### config.mk
export PLATFORM = sky130hd
export DESIGN_NAME = render_cmd_master
export DESIGN_NICKNAME = d
export VERILOG_FILES = /design/src/rtl/render_cmd_master.sv
export SDC_FILE = /design/constraint.sdc
export NUM_CORES = 1
export LEC_CHECK = 0
export ABC_AREA = 1
export CAP_MARGIN = 20
export CORE_MARGIN = 3
export CORE_UTILIZATION = 52
export CTS_CLUSTER_SIZE = 10
export DETAILED_ROUTE_END_ITERATION = 10
export HOLD_SLACK_MARGIN = 0.05
export MAX_ROUTING_LAYER = met4
export PLACE_DENSITY = 0.77
export SLEW_MARGIN = 0
export SYNTH_ARGS = -nofsm -noshare
export SYNTH_HDL_FRONTEND = slang
export SYNTH_SLANG_ARGS = --single-unit
export TNS_END_PERCENT = 100
### constraint.sdc
create_clock -name clk -period 3 [get_ports clk]
set_clock_uncertainty 0.15 [all_clocks]
set_input_delay 0.6 -clock clk [delete_from_list [all_inputs] [get_ports clk]]
set_output_delay 0.6 -clock clk [all_outputs]
set_load 0.01 [all_outputs]
### src/rtl/render_cmd_master.sv
// Avalon-MM master that replays queued draw commands as renderer register writes
// and implements a frame-flip barrier by polling the renderer's parity register.
module render_cmd_master #(
  parameter int FIFO_DEPTH = 8,
  parameter int POLL_GAP   = 16
) (
  input  logic                        clk,
  input  logic                        reset,
  input  logic                        cmd_valid,
  output logic                        cmd_ready,
  input  logic [9:0]                  cmd_x,
  input  logic [8:0]                  cmd_y,
  input  logic [6:0]                  cmd_tex,
  input  logic                        sync_req,
  output logic                        sync_done,
  output logic                        busy,
  output logic [$clog2(FIFO_DEPTH):0] fifo_count,
  output logic [3:0]                  master_address,
  output logic                        master_write,
  output logic [31:0]                 master_writedata,
  output logic                        master_read,
  input  logic [31:0]                 master_readdata,
  input  logic                        master_waitrequest
);
  localparam int AW = $clog2(FIFO_DEPTH);
  localparam int CW = AW + 1;
  localparam int GW = $clog2(POLL_GAP) + 1;

  localparam logic [3:0] REG_MID_X  = 4'd1;
  localparam logic [3:0] REG_MID_Y  = 4'd2;
  localparam logic [3:0] REG_TEX    = 4'd4;
  localparam logic [3:0] REG_PARITY = 4'd5;
  localparam logic [3:0] REG_PLOT   = 4'd6;

  typedef enum logic [3:0] {
    IDLE, LOAD, WR_X, WR_Y, WR_TEX, WR_GO,
    SYNC_RD0, SYNC_CAP0, SYNC_GAP, SYNC_RD1, SYNC_CHK
  } state_t;

  state_t          state, state_nxt;
  logic [25:0]     mem [FIFO_DEPTH];
  logic [AW-1:0]   wr_ptr, rd_ptr;
  logic [CW-1:0]   count;
  logic            push, pop;
  logic [9:0]      head_x, work_x, shadow_x;
  logic [8:0]      head_y, work_y, shadow_y;
  logic [6:0]      head_tex, work_tex;
  logic            shadow_x_vld, shadow_y_vld;
  logic            sync_pending, base;
  logic [GW-1:0]   gap_cnt;
  logic            accept;

  // Only bit 0 of the read bus (frame parity) carries information.
  logic unused_readdata;
  assign unused_readdata = ^master_readdata[31:1];

  assign accept    = !master_waitrequest;
  assign cmd_ready = (count < CW'(FIFO_DEPTH)) && !sync_pending;
  assign push      = cmd_valid && cmd_ready;
  assign pop       = (state == LOAD);
  assign fifo_count = count;
  assign {head_x, head_y, head_tex} = mem[rd_ptr];

  // NOTE: FIFO storage has no reset; emptiness is defined by the pointers and count alone.
  always_ff @(posedge clk) begin
    if (push) mem[wr_ptr] <= {cmd_x, cmd_y, cmd_tex};
  end

  always_ff @(posedge clk or posedge reset) begin
    if (reset) begin
      wr_ptr <= '0;
      rd_ptr <= '0;
      count  <= '0;
    end else begin
      if (push) wr_ptr <= wr_ptr + AW'(1);
      if (pop)  rd_ptr <= rd_ptr + AW'(1);
      case ({push, pop})
        2'b10:   count <= count + CW'(1);
        2'b01:   count <= count - CW'(1);
        default: ;
      endcase
    end
  end

  // NOTE: every combinational output gets a default first, so no path can infer a latch.
  always_comb begin
    state_nxt        = state;
    master_write     = 1'b0;
    master_read      = 1'b0;
    master_address   = 4'd0;
    master_writedata = 32'd0;
    sync_done        = 1'b0;
    case (state)
      IDLE: begin
        if (count != '0)       state_nxt = LOAD;
        else if (sync_pending) state_nxt = SYNC_RD0;
      end
      LOAD: begin
        if (head_tex[6])                                state_nxt = WR_TEX;
        else if (!(shadow_x_vld && head_x == shadow_x)) state_nxt = WR_X;
        else if (!(shadow_y_vld && head_y == shadow_y)) state_nxt = WR_Y;
        else                                            state_nxt = WR_TEX;
      end
      WR_X: begin
        master_write     = 1'b1;
        master_address   = REG_MID_X;
        master_writedata = {{22{work_x[9]}}, work_x};
        if (accept) state_nxt = (shadow_y_vld && work_y == shadow_y) ? WR_TEX : WR_Y;
      end
      WR_Y: begin
        master_write     = 1'b1;
        master_address   = REG_MID_Y;
        master_writedata = {{23{work_y[8]}}, work_y};
        if (accept) state_nxt = WR_TEX;
      end
      WR_TEX: begin
        master_write     = 1'b1;
        master_address   = REG_TEX;
        master_writedata = {25'd0, work_tex};
        if (accept) state_nxt = WR_GO;
      end
      WR_GO: begin
        master_write   = 1'b1;
        master_address = REG_PLOT;
        if (accept) state_nxt = IDLE;
      end
      SYNC_RD0: begin
        master_read    = 1'b1;
        master_address = REG_PARITY;
        if (accept) state_nxt = SYNC_CAP0;
      end
      SYNC_CAP0: state_nxt = SYNC_GAP;
      SYNC_GAP: begin
        if (gap_cnt == GW'(POLL_GAP - 1)) state_nxt = SYNC_RD1;
      end
      SYNC_RD1: begin
        master_read    = 1'b1;
        master_address = REG_PARITY;
        if (accept) state_nxt = SYNC_CHK;
      end
      SYNC_CHK: begin
        if (master_readdata[0] != base) begin
          sync_done = 1'b1;
          state_nxt = IDLE;
        end else begin
          state_nxt = SYNC_GAP;
        end
      end
      default: state_nxt = IDLE;
    endcase
  end

  assign busy = !((state == IDLE && count == '0 && !sync_pending) || sync_done);

  always_ff @(posedge clk or posedge reset) begin
    if (reset) begin
      state        <= IDLE;
      work_x       <= '0;
      work_y       <= '0;
      work_tex     <= '0;
      shadow_x     <= '0;
      shadow_y     <= '0;
      shadow_x_vld <= 1'b0;
      shadow_y_vld <= 1'b0;
      sync_pending <= 1'b0;
      base         <= 1'b0;
      gap_cnt      <= '0;
    end else begin
      state <= state_nxt;
      if (state == LOAD) begin
        work_x   <= head_x;
        work_y   <= head_y;
        work_tex <= head_tex;
      end
      // Shadows track what the renderer actually holds, so update only on acceptance.
      if (state == WR_X && accept) begin
        shadow_x     <= work_x;
        shadow_x_vld <= 1'b1;
      end
      if (state == WR_Y && accept) begin
        shadow_y     <= work_y;
        shadow_y_vld <= 1'b1;
      end
      if (sync_done)     sync_pending <= 1'b0;
      else if (sync_req) sync_pending <= 1'b1;
      if (state == SYNC_CAP0) base <= master_readdata[0];
      gap_cnt <= (state == SYNC_GAP) ? gap_cnt + GW'(1) : '0;
    end
  end
endmodule

==> impl_results.md <==
- Data arrival time of the worst path: about 2200 ps
- Proportion of synthesized area in mux cells: 0.538%
- Share of synthesized flip-flops with an asynchronous set or reset: roughly 25%
- Cell area after synthesis: about 12000 um2
- Root Driver: clkbuf_16
- Num CTS Buffers: 34
- Vias after detailed routing: approximately 9000
- Antenna violations before repair: 0
- Finished Cell Area: 14500 um2
- Die Span Y: roughly 160 um
- Clock latency reported for the late side of the worst-skew pair: 510 ps
- Avg Inst Size Synth: around 10 um2
- Result of the run: finished, final reports clean
- Die area: roughly 26000 um2
- Min Hold Slack: approximately 300 ps
- Starting density of the core: between 50% and 60%
- Post-route clock period utilization: 98.5%
- Most common cell after layout, fill and taps aside: nand2_1
- Number of iterations in the first detailed-routing pass: 7
- Share of the synthesized area in compound gates (AO/OA/AOI/OAI): roughly 5.6%
- RePlAce Congestion: between 0.9 and 1
- Clock tree from TritonCTS: yes
- TritonCTS sink count: around 280
- Chip width: 160 um
- Share of the synthesized area in the top cell type: roughly 51%
- Post-synth net total: ~1300
- Total number of nets in the final design: 1380
- Overall global routing resource usage: between 20% and 30%
- Static Leakage: around 6.3 nW
- Endpoint kind of the worst setup timing path: output pin
- Wire length of the first global-routing pass: between 40000 and 50000 um
- Post-route setup slack: 43.7 ps
- Max-cap check violation count: 0
- Worst setup slack after placement: approximately 180 ps
- Maximum clock frequency: between 0.3 and 0.4 GHz
- Placement Rows: between 50 and 60
- Max transition margin: between 50% and 60%
- Synthesized-area fraction occupied by and/or/nand/nor cells: about a fifth
- Gate Count Post-Synth: approximately 1200
- Final worst path period need: 2960 ps
- RSZ-0062 raised after global routing: yes
- Most used cells in the layout excluding fill and tap cells: 342 x nand2_1, 208 x edfxtp_1, 154 x inv_1
- Library cell with the largest summed area after synthesis: edfxtp_1
- DRC Markers: 0
- Post-cts hold buffer count: 0
- Antenna Nets Post-Route: 0
- Share of the yosys chip area belonging to registers: around 65%
- Post-DP HPWL: about 18000 um
- Total of flip-flops plus latches after synthesis: 276
- Final hold violations: 0
- Startpoint type of the worst setup path: flip-flop
- Largest family of logic cells by synthesized area: simple AND/OR/NAND/NOR gates
- Prevailing post-synth register cell: edfxtp_1
- Share of cells above drive strength 1: ~8.8%
- Fin util: between 60 and 70%
- Area growth from synthesis to final layout: 17.9%
- Power per standard cell area: roughly 950 nW/um2
- Synthesized-area fraction occupied by xor and xnor cells: 0.853%
- Critical path start-end classification: flip-flop to output pin
- Drt wl/cell: roughly 18 um
- Number of vias per cell: between 5 and 6
- Highest ir drop seen on vdd: 0.000541 V
- Final setup violation count: 0
- Distinct cell type count of the synthesized netlist: 37
- Total chip power: 13.8 mW
- Largest driver fanout on the critical path: 9
- Maximum clock insertion buffer count: 3
- Final count of pins violating max slew: 0
- Least-Margin Pin Slew: ~640 ps
- Maximum level of the CTS H-tree: 2
- Critical path data required time: ~2300 ps
- Clock edge transition at the registers on the reported setup and hold paths: 60 ps
- Area post-placement: 13400 um2
- Antenna Cells: 0
- Synth warn: 0
- Number of DRC violations after detailed-routing iteration 0: slightly above 900
- Maximum number of pins on one net before global-route repair: 111
- Number of port buffers: between 70 and 80
- Boundary Pins: 108
- Number of global-route vias before repair: 8744
- Count of flip-flops with a built-in enable after synthesis: around 210
- Min-Delay Path Class: primary input to async pin
- Total routed wirelength: roughly 29000 um
- Placeable core region: 23000 um2
- Ranking of synthesized cells by area: edfxtp_1 51%, dfrtp_1 14%, nand2_1 10%
- Adder-cell area share of the yosys netlist: less than 1%
- Remaining global-route overflow: 0
==> state kept, by name, indices dropped and copies added (netlist names) <==
register / flops
work_tex: 7
shadow_x_vld: 1
base: 1
shadow_y_vld: 1
work_y: 9
wr_ptr: 3
gap_cnt: 5
fifo_count: 4
shadow_x: 10
shadow_y: 9
sync_pending: 1
state: 4
work_x: 10
rd_ptr: 3
mem: 208
==> metrics by stage <==
step | setup TNS [ps] | cells
after global placement | 0 | 1579
after floorplan | 0 | 1227
after CTS | -70.0 | 1647
after detailed placement | 0 | 1579
final | 0 | 1648
after global routing | -35.6 | 1648
==> critical path, stage by stage (launching register included) <==
cell and delay [ps]:
dfrtp_1 460, nor2_1 170, inv_1 120, nor2_1 170, nand2_1 140, nor2_1 120, nor2_1 40, clkdlybuf4s50_1 470
==> worst paths after layout <==
| path | startpoint | end | slack, ps | depth (start not counted) |
|---|---|---|---|---|
| setup reg to reg | rd_ptr[0]$_DFFE_PP0P_ | state[1]$_DFFE_PP0P_ | 440 | 17 |
| hold reg to reg | gap_cnt[0]$_DFF_PP0_ | gap_cnt[0]$_DFF_PP0_ | 310 | 1 |
| hold / removal | reset | state[3]$_DFFE_PP0P_ | 300 | 2 |
| min in group clk | gap_cnt[0]$_DFF_PP0_ | gap_cnt[0]$_DFF_PP0_ | 310 | 1 |
| setup / recovery | state[1]$_DFFE_PP0P_ | busy | 40 | 7 |
| max in group asynchronous | reset | rd_ptr[0]$_DFFE_PP0P_ | 1730 | 3 |
==> cell usage after synthesis, types with 3 or more instances <==
library cell / count
nand4_1: 4
o211ai_1: 3
o21ai_0: 79
xnor2_1: 7
buf_6: 8
o221ai_1: 16
buf_2: 18
dfrtp_1: 68
inv_1: 158
clkbuf_1: 18
nor2_1: 111
nand2_1: 342
nand3_1: 101
ha_1: 7
edfxtp_1: 208
o22ai_1: 10
a21oi_1: 3
buf_4: 24
xor2_1: 5
mux2_2: 5
o21ai_1: 4
nand3b_1: 10
==> metal layers <==
metal  GRT usage [%]  routed length [um]
met4            8.99                 892
met2            38.2               14200
met5               -                   0
met1            30.4               11600
met3            3.68                2420
==> repair_timing <==
action                     CTS  global route
gates cloned                 2             0
gates resized for setup     50            10
buffers inserted             4             0
setup endpoints to repair   34             7
==> cells by family (layout without fill, tap and decap cells) <==
kind of cell,Yosys count,in the layout
other,1,1
multiplexers,6,6
AO/OA/AOI/OAI,120,120
buffers and inverters,231,339
AND/OR/NAND/NOR,573,573
XOR/XNOR,12,12
flip-flops,276,276
adder cells (fa/ha/maj),8,8
==> where the power goes <==
group	internal (mW)	switching (mW)	leakage (nW)
clock network	2.28	1.49	0.492
logic	1.80	3.34	3.05
registers	4.54	0.383	2.71
==> final cells by class <==
class	count	area, um2
clock inverter	2	13.8
clock buffer	60	1010
multi-input combinational	720	3420
inverter	160	603
sequential	276	7950
tap	313	392
timing repair inverter	1	7.51
timing repair buffer	116	1130
fill	1797	8460
No activity file was read; power rests on OpenSTA's default activity.
